`config.mk`:
```
export PLATFORM = sky130hd
export DESIGN_NAME = game_mode_fsm
export DESIGN_NICKNAME = d
export VERILOG_FILES = /design/src/rtl/game_mode_fsm.sv
export SDC_FILE = /design/constraint.sdc
export NUM_CORES = 1
export LEC_CHECK = 0
export CORE_MARGIN = 2
export CORE_UTILIZATION = 45
export CTS_CLUSTER_SIZE = 8
export DETAILED_ROUTE_END_ITERATION = 10
export PLACE_DENSITY_LB_ADDON = 0.3
export SETUP_SLACK_MARGIN = 0.4
export SLEW_MARGIN = 15
export SYNTH_ARGS = -nofsm -noshare
export SYNTH_HDL_FRONTEND = slang
export SYNTH_SLANG_ARGS = --single-unit
export TNS_END_PERCENT = 20
```
`constraint.sdc`:
```
create_clock -name clk -period 3.1 [get_ports clk]
set_input_delay 0.62 -clock clk [delete_from_list [all_inputs] [get_ports clk]]
set_output_delay 0.62 -clock clk [all_outputs]
set_load 0.02 [all_outputs]
```
`src/rtl/game_mode_fsm.sv`:
```
// Game mode sequencer: menu cursor, blanking interval between modes, and game exit.
// Optional per-key debouncing is enabled with the macro KEY_DEBOUNCE_EN.
module game_mode_fsm #(
  parameter int unsigned BLANK_CYCLES    = 4,
  parameter int unsigned DEBOUNCE_CYCLES = 16
) (
  input  logic       clk,
  input  logic       iReset,
  input  logic       iKeyUp,
  input  logic       iKeyDown,
  input  logic       iKeySelect,
  input  logic       iKeyBack,
  input  logic       iGameDone,
  output logic [1:0] oGameMode,
  output logic       oCursor,
  output logic       oModeChange
);

  localparam int unsigned NUM_KEYS = 4;
  localparam int unsigned BLANK_W  = 8;
  localparam int unsigned KEY_UP   = 0;
  localparam int unsigned KEY_DN   = 1;
  localparam int unsigned KEY_SEL  = 2;
  localparam int unsigned KEY_BACK = 3;

  // State encodings double as the oGameMode values.
  typedef enum logic [1:0] {
    MENU     = 2'd0,
    REACTION = 2'd1,
    CHIMP    = 2'd2,
    BLANK    = 2'd3
  } state_e;

  logic [NUM_KEYS-1:0] key_raw;
  logic [NUM_KEYS-1:0] key_lvl;
  logic [NUM_KEYS-1:0] key_prev_q;
  logic [NUM_KEYS-1:0] key_ev;

  assign key_raw = {iKeyBack, iKeySelect, iKeyDown, iKeyUp};

`ifdef KEY_DEBOUNCE_EN
  localparam int unsigned DB_W = 16;

  logic [NUM_KEYS-1:0]           db_lvl_q;
  logic [NUM_KEYS-1:0]           db_lvl_d;
  logic [NUM_KEYS-1:0][DB_W-1:0] db_cnt_q;
  logic [NUM_KEYS-1:0][DB_W-1:0] db_cnt_d;

  // A key's filtered level flips only after DEBOUNCE_CYCLES consecutive clocks at the new level.
  always_comb begin
    db_lvl_d = db_lvl_q;
    db_cnt_d = '0;
    for (int k = 0; k < NUM_KEYS; k++) begin
      if (key_raw[k] != db_lvl_q[k]) begin
        if (db_cnt_q[k] == DB_W'(DEBOUNCE_CYCLES - 1)) begin
          db_lvl_d[k] = key_raw[k];
        end else begin
          db_cnt_d[k] = db_cnt_q[k] + DB_W'(1);
        end
      end
    end
  end

  // Filtered levels start high so a key held through reset cannot fake a press.
  always_ff @(posedge clk) begin
    if (iReset) begin
      db_lvl_q <= '1;
      db_cnt_q <= '0;
    end else begin
      db_lvl_q <= db_lvl_d;
      db_cnt_q <= db_cnt_d;
    end
  end

  assign key_lvl = db_lvl_q;
`else
  assign key_lvl = key_raw;
`endif

  // Rising-edge detect; prev loads 1 in reset so held keys need a release first.
  always_ff @(posedge clk) begin
    if (iReset) begin
      key_prev_q <= '1;
    end else begin
      key_prev_q <= key_lvl;
    end
  end

  assign key_ev = key_lvl & ~key_prev_q;

  state_e               state_q;
  state_e               state_d;
  state_e               target_q;
  state_e               target_d;
  logic                 cursor_q;
  logic                 cursor_d;
  logic                 mode_change_q;
  logic                 mode_change_d;
  logic [BLANK_W-1:0]   blank_cnt_q;
  logic [BLANK_W-1:0]   blank_cnt_d;

  // Next-state logic for the mode sequencer.
  always_comb begin
    state_d       = state_q;
    target_d      = target_q;
    cursor_d      = cursor_q;
    blank_cnt_d   = blank_cnt_q;
    mode_change_d = 1'b0;
    case (state_q)
      MENU: begin
        if (key_ev[KEY_SEL]) begin
          target_d    = cursor_q ? CHIMP : REACTION;
          state_d     = BLANK;
          blank_cnt_d = '0;
        end else if (key_ev[KEY_UP] ^ key_ev[KEY_DN]) begin
          cursor_d = ~cursor_q;
        end
      end
      BLANK: begin
        if (blank_cnt_q == BLANK_W'(BLANK_CYCLES - 1)) begin
          state_d       = target_q;
          blank_cnt_d   = '0;
          mode_change_d = 1'b1;
        end else begin
          blank_cnt_d = blank_cnt_q + BLANK_W'(1);
        end
      end
      REACTION, CHIMP: begin
        if (key_ev[KEY_BACK] || iGameDone) begin
          target_d    = MENU;
          state_d     = BLANK;
          blank_cnt_d = '0;
        end
      end
      default: begin
        state_d = MENU;
      end
    endcase
  end

  always_ff @(posedge clk) begin
    if (iReset) begin
      state_q       <= MENU;
      target_q      <= MENU;
      cursor_q      <= 1'b0;
      mode_change_q <= 1'b0;
      blank_cnt_q   <= '0;
    end else begin
      state_q       <= state_d;
      target_q      <= target_d;
      cursor_q      <= cursor_d;
      mode_change_q <= mode_change_d;
      blank_cnt_q   <= blank_cnt_d;
    end
  end

  assign oGameMode   = state_q;
  assign oCursor     = cursor_q;
  assign oModeChange = mode_change_q;

endmodule
```
==> results.yml <==
global_route:
  overflow: 0
  track_usage: 0.1507
  antenna_found_initial: 0
  grt_max_degree: 21
  grt_pass1_vias: 562
  grt_pass1_wl_um: 2346
synthesis:
  synth_compound_area_frac: 0.1822
  synth_xor_area_frac: 0.02144
  synth_most_common_cell: "dfxtp_1"
  synth-seq-area-share: 0.4410
  syn_area_per_cell_sq_um: 8.881
  synthesis.nets: 102
  ys_ff_latch: 18
  synth_area_leaders: "dfxtp_1 44%, a21oi_1 6.1%, ha_1 4.6%"
  syn_inst: 92
  ys_types: 28
  synthAdderAreaFrac: 0.04594
  ys_top_cells_by_count: "18 x dfxtp_1, 10 x a21oi_1, 6 x nand2_1, 6 x o21ai_0, 6 x or2_2"
  synth-simple-area-share: 0.2634
  synth_top_family_by_area: "simple AND/OR/NAND/NOR gates"
  synth_mux_area_frac: 0
  synth-edff-count: 0
  synth_area_sq_um: 817.0
  ys.flop_type: "dfxtp_1"
  yosysTopAreaCell: "dfxtp_1"
  async_reset_ff_frac: 0
  yosysTopAreaCellShare: 0.4410
  synth.yosys.warnings: 0
worst_setup_path:
  startpoint_type: "primary input"
  endpoint_kind: "flop"
  arrival_ns: 2.20
  path_cells: "clkdlybuf4s50_1 -> nand2b_1 -> a32o_2 -> or4_1 -> a21oi_1"
  max_stage_delay_ns: 0.53
  cp_num_buf_inv: 1
  critPathKind: "in -> reg"
  critical-path-top-delay-family: "simple AND/OR/NAND/NOR gates"
  cp_max_fo: 20
  critPathSlowestCell: "or4_1"
  required_ns: 3.32
detailed_routing:
  drc_errors: 0
  detail-route-antenna-nets: 0
  drt-wirelength-per-cell_um: 10.84
  wirelength_um: 1388
  vias: 665
  drtPass1Iterations: 4
  drt_iter0_markers: 14
  vias_per_cell: 5.195
pwr:
  power_density_mw_per_mm2: 583.2
  p_total_mw: 0.5633
  p_leak_nw: 0.3249
  ir_worst_vdd_v: 0.0002731
timing:
  setup-violations-final: 0
  worst_pin_slew_ns: 0.5126
  setup_slack_ns: 1.121
  rsz0062_at_grt: "no"
  final.setup.tns_ns: 0
  finClkSkew_ns: 0.004951
  final.min_clock_period_ns: 1.979
  post-route-period-util: 0.6385
  hold_viol: 0
  max_freq_ghz: 0.5052
  slew_headroom: 0.6560
  drv_slew: 0
run:
  timing.max_cap.violations: 0
finish:
  diodes: 0
  drive_gt1_frac: 0.1359
  area_growth_pct: 18.22
  fillers: 160
  fin_area_sq_um: 965.9
  final_nets: 114
placed_design:
  pre_cts_ws_ns: 0.8239
  post_dp_cell_area_sq_um: 929.6
  portBuffers: 10
  globalplace.congestion: 0.7741
  place_hpwl_um: 986.1
clock_tree:
  htreeDepth: 1
  clk_pin_slew_worst_paths_ns: 0.10
  cts.sinks: 18
  cts_tree: "built"
  insertion_delay_ns: 0.28
  hold_buffers: 0
  postCtsSetupBuffers: 0
  cts_buffers: 3
  cts-resized-gates: 0
  clockRootBuffer: "clkbuf_4"
  cts_max_path_buffers: 2
die:
  start_util: 0.4784
  die_x_um: 46.61
  num_rows: 15
  die_h_um: 46.61
  design.core.area_sq_mm: 0.001708
  io_pins: 11
  die_area_sq_mm: 0.002172
min_path:
  worstHoldPathType: "reg -> reg"
status:
  outcome: "complete, no violations"
==> through the flow <==
stage | hold slack (ns) | cells | util
finish | 0.4897 | 128 | 0.5656
global route | 0.5157 | 128 | 0.5656
CTS | 0.4906 | 128 | 0.5656
detailed placement | 0.4738 | 124 | 0.5443
global placement | 0.4696 | 124 | 0.5443
floorplan | 0.4496 | 92 | -
==> layout by cell type (no fill, tap or decap), types with 2 or more instances in the layout <==
cell type,count
a21oi_1,10
clkbuf_4,3
clkdlybuf4s50_1,10
dfxtp_1,18
ha_1,3
inv_1,4
nand2_1,6
nand2b_1,2
nand3_1,4
nor2_1,4
nor2b_1,2
nor4b_1,2
o21ai_0,6
o221a_2,2
o31ai_1,3
or2_2,6
or3_1,4
or4_1,3
==> metal layers <==
metal,part of all wire,vias to the layer above,global-route usage
met5,0,-,0
met4,0.0072,0,0.05000
met3,0.030,2,0.03529
met2,0.45,6,0.2333
met1,0.51,303,0.2052
li1,-,354,-
==> cells by family after synthesis <==
family	count (synthesis)
AOI/OAI and AO/OA	24
xor gates and xnor gates	2
adders and majority gates	3
buffers and inverters	8
DFF	18
and+or+nand+nor	37
==> worst paths after layout <==
kind | start | to | slack (ns) | cells past startpoint
worst max register to register | blank_cnt_q[0] | blank_cnt_q[0] | 1.20 | 5
worst min register to register | target_q[1] | target_q[1] | 0.49 | 2
worst min-delay path | target_q[1] | target_q[1] | 0.49 | 2
worst max-delay path | iKeyBack | blank_cnt_q[5] | 1.12 | 5
==> power by group <==
part           internal, mW  switching (mW)  total (mW)
clock network        0.0714          0.0666       0.138
logic                0.0689          0.0890       0.158
registers             0.250          0.0173       0.267
total                 0.390           0.173       0.563
==> registers in the layout, summed over array words and instances (netlist names) <==
register / flops
oModeChange: 1
oCursor: 1
oGameMode: 2
blank_cnt_q: 8
key_prev_q: 4
target_q: 2
==> worst min-delay path: stages, from the launching register on <==
cell     delay, ns
dfxtp_1       0.32
o21ai_0       0.07
a21oi_1       0.06
==> layout make-up <==
type,instances,area [sq um],area share
inverter,5,18.77,0.01943
clock buffer,4,36.28,0.03756
tap,25,31.28,0.03238
multi-input combinational,66,419.2,0.4339
timing repair buffer,10,100.1,0.1036
sequential,18,360.3,0.3731
No activity file was read; power rests on OpenSTA's default activity.
